**config.mk**
```make
export PLATFORM = sky130hd
export DESIGN_NAME = bcd_sseg_conv_flat
export DESIGN_NICKNAME = d
export VERILOG_FILES = /design/src/rtl/bcd_sseg_if.sv /design/src/rtl/bcd_sseg_conv.sv /design/src/flat_wrapper.sv
export SDC_FILE = /design/constraint.sdc
export NUM_CORES = 1
export LEC_CHECK = 0
export CAP_MARGIN = 25
export CORE_MARGIN = 4
export CORE_UTILIZATION = 25
export DETAILED_ROUTE_END_ITERATION = 10
export GPL_TIMING_DRIVEN = 0
export SYNTH_ARGS = -nofsm -noshare
export SYNTH_HDL_FRONTEND = slang
export SYNTH_SLANG_ARGS = --single-unit
```
**constraint.sdc**
```tcl
create_clock -name clk -period 5.57 [get_ports clk]
set_clock_uncertainty 0.15 [all_clocks]
set_input_delay 0.8355 -clock clk [delete_from_list [all_inputs] [get_ports clk]]
set_output_delay 0.8355 -clock clk [all_outputs]
set_load 0.03 [all_outputs]
```
**src/rtl/bcd_sseg_if.sv**
```systemverilog
// Handshake and pattern bundle between a requester and bcd_sseg_conv.
// The master side requests conversions; the slave side (the converter) returns segment patterns.
interface bcd_sseg_if #(
  parameter int W = 14
);
  logic         start;
  logic [W-1:0] bin;
  logic [3:0]   dp_in;
  logic         ready;
  logic         done_tick;
  logic [7:0]   sseg3;
  logic [7:0]   sseg2;
  logic [7:0]   sseg1;
  logic [7:0]   sseg0;

  modport master (
    output start, bin, dp_in,
    input  ready, done_tick, sseg3, sseg2, sseg1, sseg0
  );

  modport slave (
    input  start, bin, dp_in,
    output ready, done_tick, sseg3, sseg2, sseg1, sseg0
  );
endinterface

```
**src/rtl/bcd_sseg_conv.sv**
```systemverilog
// Binary to four active-low 7-segment patterns via a shift-add-3 FSM, one bit per cycle.
// Optional LEADING_ZERO_BLANK_EN blanks leading zero digits 3..1.
module bcd_sseg_conv #(
  parameter int W = 14
) (
  input  logic       clk,
  input  logic       reset,
  bcd_sseg_if.slave  bus
);

  typedef enum logic [1:0] {IDLE, OP, DONE} state_t;

  state_t          state_q;
  logic [W-1:0]    bin_q;
  logic [15:0]     bcd_q;
  logic [3:0]      cnt_q;
  logic [3:0]      dp_q;
  logic            ready_q;
  logic            done_q;
  logic [31:0]     sseg_q;

  logic [15:0]     adj_d;
  logic [16+W-1:0] shift_d;
  logic [15:0]     bcd_d;
  logic [W-1:0]    bin_d;

  function automatic logic [6:0] seg_pat(input logic [3:0] d);
    case (d)
      4'd0:    seg_pat = 7'h40;
      4'd1:    seg_pat = 7'h79;
      4'd2:    seg_pat = 7'h24;
      4'd3:    seg_pat = 7'h30;
      4'd4:    seg_pat = 7'h19;
      4'd5:    seg_pat = 7'h12;
      4'd6:    seg_pat = 7'h02;
      4'd7:    seg_pat = 7'h78;
      4'd8:    seg_pat = 7'h00;
      4'd9:    seg_pat = 7'h10;
      default: seg_pat = 7'h7F;
    endcase
  endfunction

  function automatic logic [31:0] encode(input logic [15:0] bcd, input logic [3:0] dp);
    logic [3:0] blank;
    blank = 4'b0000;
`ifdef LEADING_ZERO_BLANK_EN
    blank[3] = (bcd[15:12] == 4'd0);
    blank[2] = blank[3] && (bcd[11:8] == 4'd0);
    blank[1] = blank[2] && (bcd[7:4] == 4'd0);
`endif
    encode = 32'h0;
    for (int k = 0; k < 4; k++) begin
      encode[8*k +: 8] = blank[k] ? 8'hFF : {~dp[k], seg_pat(bcd[4*k +: 4])};
    end
  endfunction

  // Add-3 correction on every digit, then one-bit shift of the combined BCD/binary register.
  always_comb begin
    adj_d = bcd_q;
    for (int k = 0; k < 4; k++) begin
      if (bcd_q[4*k +: 4] > 4'd4) adj_d[4*k +: 4] = bcd_q[4*k +: 4] + 4'd3;
    end
    shift_d = {adj_d, bin_q} << 1;
    bcd_d   = shift_d[16+W-1:W];
    bin_d   = shift_d[W-1:0];
  end

  always_ff @(posedge clk) begin
    if (reset) begin
      state_q <= IDLE;
      bin_q   <= '0;
      bcd_q   <= '0;
      cnt_q   <= '0;
      dp_q    <= '0;
      ready_q <= 1'b1;
      done_q  <= 1'b0;
      sseg_q  <= 32'hFFFF_FFFF;
    end else begin
      done_q <= 1'b0;
      case (state_q)
        IDLE: begin
          if (bus.start) begin
            bin_q   <= bus.bin;
            dp_q    <= bus.dp_in;
            ready_q <= 1'b0;
            if (14'(bus.bin) > 14'd9999) begin
              sseg_q  <= 32'hBFBF_BFBF;
              done_q  <= 1'b1;
              state_q <= DONE;
            end else begin
              bcd_q   <= '0;
              cnt_q   <= 4'(W - 1);
              state_q <= OP;
            end
          end
        end
        OP: begin
          bcd_q <= bcd_d;
          bin_q <= bin_d;
          if (cnt_q == 4'd0) begin
            sseg_q  <= encode(bcd_d, dp_q);
            done_q  <= 1'b1;
            state_q <= DONE;
          end else begin
            cnt_q <= cnt_q - 4'd1;
          end
        end
        DONE: begin
          ready_q <= 1'b1;
          state_q <= IDLE;
        end
        default: state_q <= IDLE;
      endcase
    end
  end

  assign bus.ready     = ready_q;
  assign bus.done_tick = done_q;
  assign bus.sseg3     = sseg_q[31:24];
  assign bus.sseg2     = sseg_q[23:16];
  assign bus.sseg1     = sseg_q[15:8];
  assign bus.sseg0     = sseg_q[7:0];

endmodule

```
**src/flat_wrapper.sv**
```systemverilog
// flat-port wrapper written by rule: the top's interface ports become plain ports
module bcd_sseg_conv_flat 
#(
  parameter int W = 14
)
  (clk, reset, bus_start, bus_bin, bus_dp_in, bus_ready, bus_done_tick, bus_sseg3, bus_sseg2, bus_sseg1, bus_sseg0);
  bcd_sseg_if #(.W(W)) bus_i ();
  input  logic clk;
  input  logic reset;
  input wire logic [$bits(bus_i.start)-1:0] bus_start;
  input wire logic [$bits(bus_i.bin)-1:0] bus_bin;
  input wire logic [$bits(bus_i.dp_in)-1:0] bus_dp_in;
  output wire logic [$bits(bus_i.ready)-1:0] bus_ready;
  output wire logic [$bits(bus_i.done_tick)-1:0] bus_done_tick;
  output wire logic [$bits(bus_i.sseg3)-1:0] bus_sseg3;
  output wire logic [$bits(bus_i.sseg2)-1:0] bus_sseg2;
  output wire logic [$bits(bus_i.sseg1)-1:0] bus_sseg1;
  output wire logic [$bits(bus_i.sseg0)-1:0] bus_sseg0;
  assign bus_i.start = bus_start;
  assign bus_i.bin = bus_bin;
  assign bus_i.dp_in = bus_dp_in;
  assign bus_ready = bus_i.ready;
  assign bus_done_tick = bus_i.done_tick;
  assign bus_sseg3 = bus_i.sseg3;
  assign bus_sseg2 = bus_i.sseg2;
  assign bus_sseg1 = bus_i.sseg1;
  assign bus_sseg0 = bus_i.sseg0;
  bcd_sseg_conv #(.W(W)) u_core (.clk(clk), .reset(reset), .bus(bus_i));
endmodule
```
==> impl_metrics.toml, run 1 <==
[clock_tree]
cts_tree = "yes"
cts_buffer_depth = 2
worstSkewPairLatency_ps = 340
cts_hold_buf = 0
cts-root-buf = "clkbuf_16"
cts_buffers = 9
numClockSinks = 74
htree_num_levels = 3
cts_setup_buffers = 0
clk_pin_slew_worst_paths_ps = 60
ctsResizeCount = 0

[worst_hold_path]
min_path_type = "reg -> reg"
hold_depth = 1

[global_routing]
antenna_found_initial = 0
grt_pass1_vias = 3690
grt_util_all_layers_pct = 13.1
overflow = 0
grt_max_degree = 14
grt_pass1_wl_um = 19300

[worst_setup_path]
reg2reg_from = "u_core.bcd_q[4]$_SDFFE_PP0P_"
cp-startpoint = "u_core.bcd_q[4]$_SDFFE_PP0P_"
cpMostUsedCell = "clkbuf_1"
crit_path_end = "u_core.sseg_q[13]$_SDFFE_PP1P_"
r2r_cells = 9
reg2reg_slack_ps = 2480
crit_chain = "clkbuf_1, inv_1, ha_1, nor2_1, a21o_1, clkbuf_1, o22ai_1, a2111oi_0, a21oi_1"
critPathMaxStageDelay_ps = 530
critPathCaptureType = "register"
crit_type = "reg -> reg"
startpoint_type = "register"
r2r-end = "u_core.sseg_q[13]$_SDFFE_PP1P_"
cp.arrival_ps = 3140
critical_path.max_fanout = 10
cp_data_required_time_ps = 5630
critPathSlowestCell = "a2111oi_0"

[route]
viasPerCell = 4.90
firstDrtPassIters = 4
vias = 3898
drtAntennaViolNets = 0
drc_errors = 0
drtIter0Drc = 424
wl_um = 11800
wire_per_inst_um = 14.8

[floorplan]
die_w_um = 137
die_area_um2 = 18800
core_um2 = 16100
die_y_um = 137
initial_core_util_pct = 25.9
ios = 55
rows = 46

[power]
seqPwrFrac_pct = 38.3
p_leak_nw = 1.94
internal_power_mw = 1.13
switching_power_mw = 0.437
vdd_ir_drop_max_v = 0.000158
switching_share_pct = 27.9
pwr-share-clk_pct = 42.6
powerDensity_nw_per_um2 = 295
finalPower_mw = 1.57
pwr-share-comb_pct = 19.2

[logic_synthesis]
synth.distinct_cells = 70
postSynth.asyncResetShare_pct = 0
syn_inst = 510
synth_area_um2 = 4170
ys.warnings.count = 0
syn_avg_cell_area_um2 = 8.17
synth_nets = 543
seq_area_frac_synth_pct = 35.5
synth.ff_latch_count = 74
synth-main-ff-cell = "dfxtp_1"
synth_edf_count = 0

[timing]
fin_ws_ps = 2480
fmax_mhz = 324
slew-limit-headroom_pct = 56.5
holdWs_ps = 313
fin_crit_sh_pct = 55.4
rsz0062_at_grt = "false"
setup_viol = 0
slew_viol_final = 0
hold_viol_final = 0
period_minus_slack_ps = 3090
worstMarginPinSlew_ps = 653
tns_ps = 0

[cells_and_area]
stdcell_area_um2 = 5320
fin_nets = 608
layout_common_cells = "74 x dfxtp_1, 71 x nor2_1, 54 x clkdlybuf4s50_1"
fin_util_pct = 33.0
drive_gt1_share_pct = 8.81
final_common_cell = "dfxtp_1"
layoutNonFillerInstCount = 795
area_growth_pct = 27.6
n_antenna_cell = 0

[placement]
gp_congestion = 0.903
port_buffers = 54
dpl.cell_count = 780
place_ws_ps = 2360
place_area_um2 = 4980
dpl.hpwl_um = 8420

[status]
outcome = "completed"

[run]
maxCapViolations = 0
metal layers:
| metal | up-vias | global-route usage (%) | wire [µm] |
|---|---|---|---|
| met2 | 111 | 19.6 | 5140 |
| met3 | 12 | 3.64 | 716 |
| met4 | 0 | 3.22 | 105 |
| met5 | - | 0 | 0 |
| li1 | 1986 | - | - |
| met1 | 1789 | 18.5 | 5790 |
Yosys cell counts, types with 3 or more instances:
library cell,number,area share (%)
dfxtp_1,74,36
nor2_1,71,6.4
nand2_1,41,3.7
a21oi_1,39,4.7
clkbuf_1,26,2.3
o21ai_0,26,3.1
a311oi_1,19,4.0
inv_1,19,1.7
nor3_1,19,2.3
a22oi_1,16,2.9
ha_1,12,3.6
nand2b_1,10,1.5
mux2i_1,9,2.2
mux2_2,8,2.2
nand3_1,8,0.96
xnor2_1,8,1.7
a211o_1,5,1.1
a21o_1,5,0.90
a2111oi_0,4,0.84
a21oi_2,4,0.84
and2_1,4,0.60
buf_2,4,0.48
nor2b_1,4,0.60
nor3b_1,4,0.72
o21bai_1,4,0.72
o22a_1,4,0.84
a31oi_1,3,0.45
buf_6,3,0.81
o211ai_1,3,0.54
o31ai_1,3,0.54
cell families after synthesis:
group                    count (synthesis)  synth area share (%)
AND/OR/NAND/NOR                        184                  21.1
AO/OA/AOI/OAI                          160                  27.6
flip-flops                              74                  35.5
buffers and inverters                   54                  5.88
multiplexers                            18                  4.65
adder cells (fa/ha/maj)                 12                  3.60
XOR/XNOR                                 8                  1.68
worst max-delay path, delay by kind of cell (launching register included):
| family | cells | cell delay, ps |
|---|---|---|
| compound gates | 4 | 940 |
| buf+inv | 3 | 920 |
| fa+ha+maj | 1 | 360 |
| flops | 1 | 320 |
| simple gates | 1 | 250 |
worst min-delay path by stage:
stage	from	end	slack [ps]
4_1_cts	u_core.sseg_q[2]$_SDFFE_PP1P_	u_core.sseg_q[2]$_SDFFE_PP1P_	320
5_1_grt	u_core.sseg_q[2]$_SDFFE_PP1P_	u_core.sseg_q[2]$_SDFFE_PP1P_	350
3_5_place_dp	u_core.sseg_q[2]$_SDFFE_PP1P_	u_core.sseg_q[2]$_SDFFE_PP1P_	310
2_1_floorplan	u_core.bin_q[9]$_SDFFE_PP0P_	u_core.bin_q[10]$_SDFFE_PP0P_	310
3_3_place_gp	u_core.sseg_q[2]$_SDFFE_PP1P_	u_core.sseg_q[2]$_SDFFE_PP1P_	300
6_report	u_core.sseg_q[2]$_SDFFE_PP1P_	u_core.sseg_q[2]$_SDFFE_PP1P_	310
state kept, by name, summed over array words and instances, names as in the netlist:
| signal | cells |
|---|---|
| u_core.dp_q | 4 |
| u_core.cnt_q | 4 |
| u_core.bin_q | 14 |
| u_core.bcd_q | 16 |
| u_core.bus.done_tick | 1 |
| u_core.sseg_q | 32 |
| u_core.state_q | 2 |
| u_core.bus.ready | 1 |
power groups by stage:
stage | combinational [mW] | sequential [mW] | clock, mW
5_1_grt | 0.329 | 0.605 | 0.709
2_1_floorplan | 0.152 | 0.645 | 0
6_report | 0.300 | 0.599 | 0.667
3_5_place_dp | 0.301 | 0.611 | 0
4_1_cts | 0.303 | 0.599 | 0.682
3_3_place_gp | 0.300 | 0.610 | 0
final cells by class:
class                           instances  area, µm²
Inverter                               19       71.3
Clock inverter                          6        114
Clock buffer                            9        225
Fill cell                            1715      10800
Multi-Input combinational cell        382       2440
Buffer                                 35        174
Sequential cell                        74       1480
Tap cell                              216        270
Timing Repair Buffer                   54        541
Note: power is estimated with default switching activity, not from simulation.
==> run 2, diff against run 1 <==
- clock period: 5.57 -> 2.85 ns (I/O delays scaled with it)
==> impl_metrics.toml, run 2 (synthesized netlist as in run 1, its figures left out) <==
[floorplan]
die_area_um2 = 18800
die_w_um = 137
initial_core_util_pct = 25.9
rows = 46
ios = 55
die_y_um = 137
core_um2 = 16100

[worst_hold_path]
min_to = "u_core.sseg_q[2]$_SDFFE_PP1P_"
min_path_type = "reg -> reg"
worstHoldStart = "u_core.sseg_q[2]$_SDFFE_PP1P_"
hold_depth = 1

[cells_and_area]
layoutNonFillerInstCount = 792
final_common_cell = "dfxtp_1"
regArea_um2 = 1480
multi_input_area_um2 = 2460
fill_cells = 1712
fin_util_pct = 33.0
layout_common_cells = "73 x dfxtp_1, 71 x nor2_1, 54 x clkdlybuf4s50_1"
n_antenna_cell = 0
drive_gt1_share_pct = 9.20
largest_reg_flops = 32
fin_nets = 605
largest_register = "u_core.sseg_q"
top_regs = "u_core.sseg_q (32), u_core.bcd_q (16), u_core.bin_q (14)"
area_growth_pct = 27.7

[power]
vdd_ir_drop_max_v = 0.000304
powerDensity_nw_per_um2 = 574
switching_power_mw = 0.849
seqPwrFrac_pct = 38.3
pwr-share-clk_pct = 42.4
internal_power_mw = 2.21
p_leak_nw = 1.95
pwr-share-comb_pct = 19.2
switching_share_pct = 27.8
finalPower_mw = 3.06

[clock_tree]
clk_pin_slew_worst_paths_ps = 60
worstSkewPairLatency_ps = 340
cts_tree = "yes"
cts-root-buf = "clkbuf_16"
htree_num_levels = 3
cts_setup_buffers = 0
numClockSinks = 74
cts_buffers = 9
cts_buffer_depth = 2

[global_routing]
grt_util_all_layers_pct = 13.1
grt_max_degree = 14
antenna_found_initial = 0
grt_pass1_wl_um = 19300
grt_pass1_vias = 3692
overflow = 0

[worst_setup_path]
r2r_cells = 8
startpoint_type = "register"
critPathCaptureType = "register"
reg2reg_from = "u_core.bcd_q[4]$_SDFFE_PP0P_"
reg2reg_slack_ps = 190
cp_data_required_time_ps = 2910
r2r-end = "u_core.sseg_q[12]$_SDFFE_PP1P_"
critical_path.max_fanout = 11
crit_type = "reg -> reg"
cp.arrival_ps = 2720

[route]
viasPerCell = 5.02
wire_per_inst_um = 14.9
wl_um = 11800
drtIter0Drc = 421
vias = 3972
firstDrtPassIters = 5
drc_errors = 0
drtAntennaViolNets = 0

[timing]
period_minus_slack_ps = 2660
fmax_mhz = 376
slew-limit-headroom_pct = 55.0
worstMarginPinSlew_ps = 676
slew_viol_final = 0
hold_viol_final = 0
tns_ps = 0
fin_crit_sh_pct = 93.3
holdWs_ps = 312
setup_viol = 0

[placement]
port_buffers = 54
dpl.cell_count = 780
gp_congestion = 0.903
dpl.hpwl_um = 8420

[status]
outcome = "completed"

[run]
maxCapViolations = 0
run 2: layer usage:
metal / share of wire [%] / vias to the layer above / global-route usage [%]
li1: - / 1980 / -
met4: 0.87 / 0 / 3.22
met1: 49 / 1860 / 18.5
met2: 44 / 119 / 19.6
met5: 0 / - / 0
met3: 5.5 / 13 / 3.64
run 2: how the worst max path moves through the flow:
stage | end | cells after the start | from
floorplan | u_core.sseg_q[12]$_SDFFE_PP1P_ | 9 | u_core.bcd_q[4]$_SDFFE_PP0P_
global placement | u_core.sseg_q[12]$_SDFFE_PP1P_ | 9 | u_core.bcd_q[4]$_SDFFE_PP0P_
detailed placement | u_core.sseg_q[12]$_SDFFE_PP1P_ | 9 | u_core.bcd_q[4]$_SDFFE_PP0P_
CTS | u_core.sseg_q[27]$_SDFFE_PP1P_ | 10 | u_core.bcd_q[12]$_SDFFE_PP0P_
global route | u_core.sseg_q[12]$_SDFFE_PP1P_ | 8 | u_core.bcd_q[4]$_SDFFE_PP0P_
finish | u_core.sseg_q[12]$_SDFFE_PP1P_ | 8 | u_core.bcd_q[4]$_SDFFE_PP0P_
run 2: through the flow:
stage	setup WS [ps]	area, µm²
after global routing	-0.494	5320
final	192	5320
after detailed placement	-172	4980
after global placement	-211	4980
after floorplan	335	4170
after CTS	144	5320
run 2: power by group through the flow:
stage,Clock (mW),Combinational (mW),Sequential (mW)
6_report,1.30,0.588,1.17
5_1_grt,1.38,0.643,1.18
3_3_place_gp,0,0.586,1.19
3_5_place_dp,0,0.589,1.19
4_1_cts,1.33,0.592,1.17
2_1_floorplan,0,0.297,1.26
run 2: timing repair:
| item | in CTS | in global routing |
|---|---|---|
| gates resized for setup | 1 | 3 |
| gates cloned | 0 | 0 |
| endpoints found under the setup margin | 3 | 4 |
| hold buffers | 0 | 0 |
| hold endpoints to repair | 0 | 0 |
run 2: critical path, stage by stage (launching register included):
cell,delay (ps)
dfxtp_2,450
inv_1,160
ha_1,340
and2_1,270
a21oi_4,250
nor2_1,90
a211o_1,280
a2111oi_0,450
o21bai_1,100
run 2: final cells by class:
class	instances	area share (%)
Clock buffer	9	4.23
Timing Repair Buffer	54	10.2
Multi-Input combinational cell	382	46.2
Buffer	32	3.06
Sequential cell	74	27.8
Inverter	19	1.34
Clock inverter	6	2.14
Tap cell	216	5.08
==> run 3, diff against run 2 <==
- CTS_CLUSTER_SIZE: unset -> 14
==> results of run 3 <==
The final DEF is identical to that of run 2; final timing and power are the same.
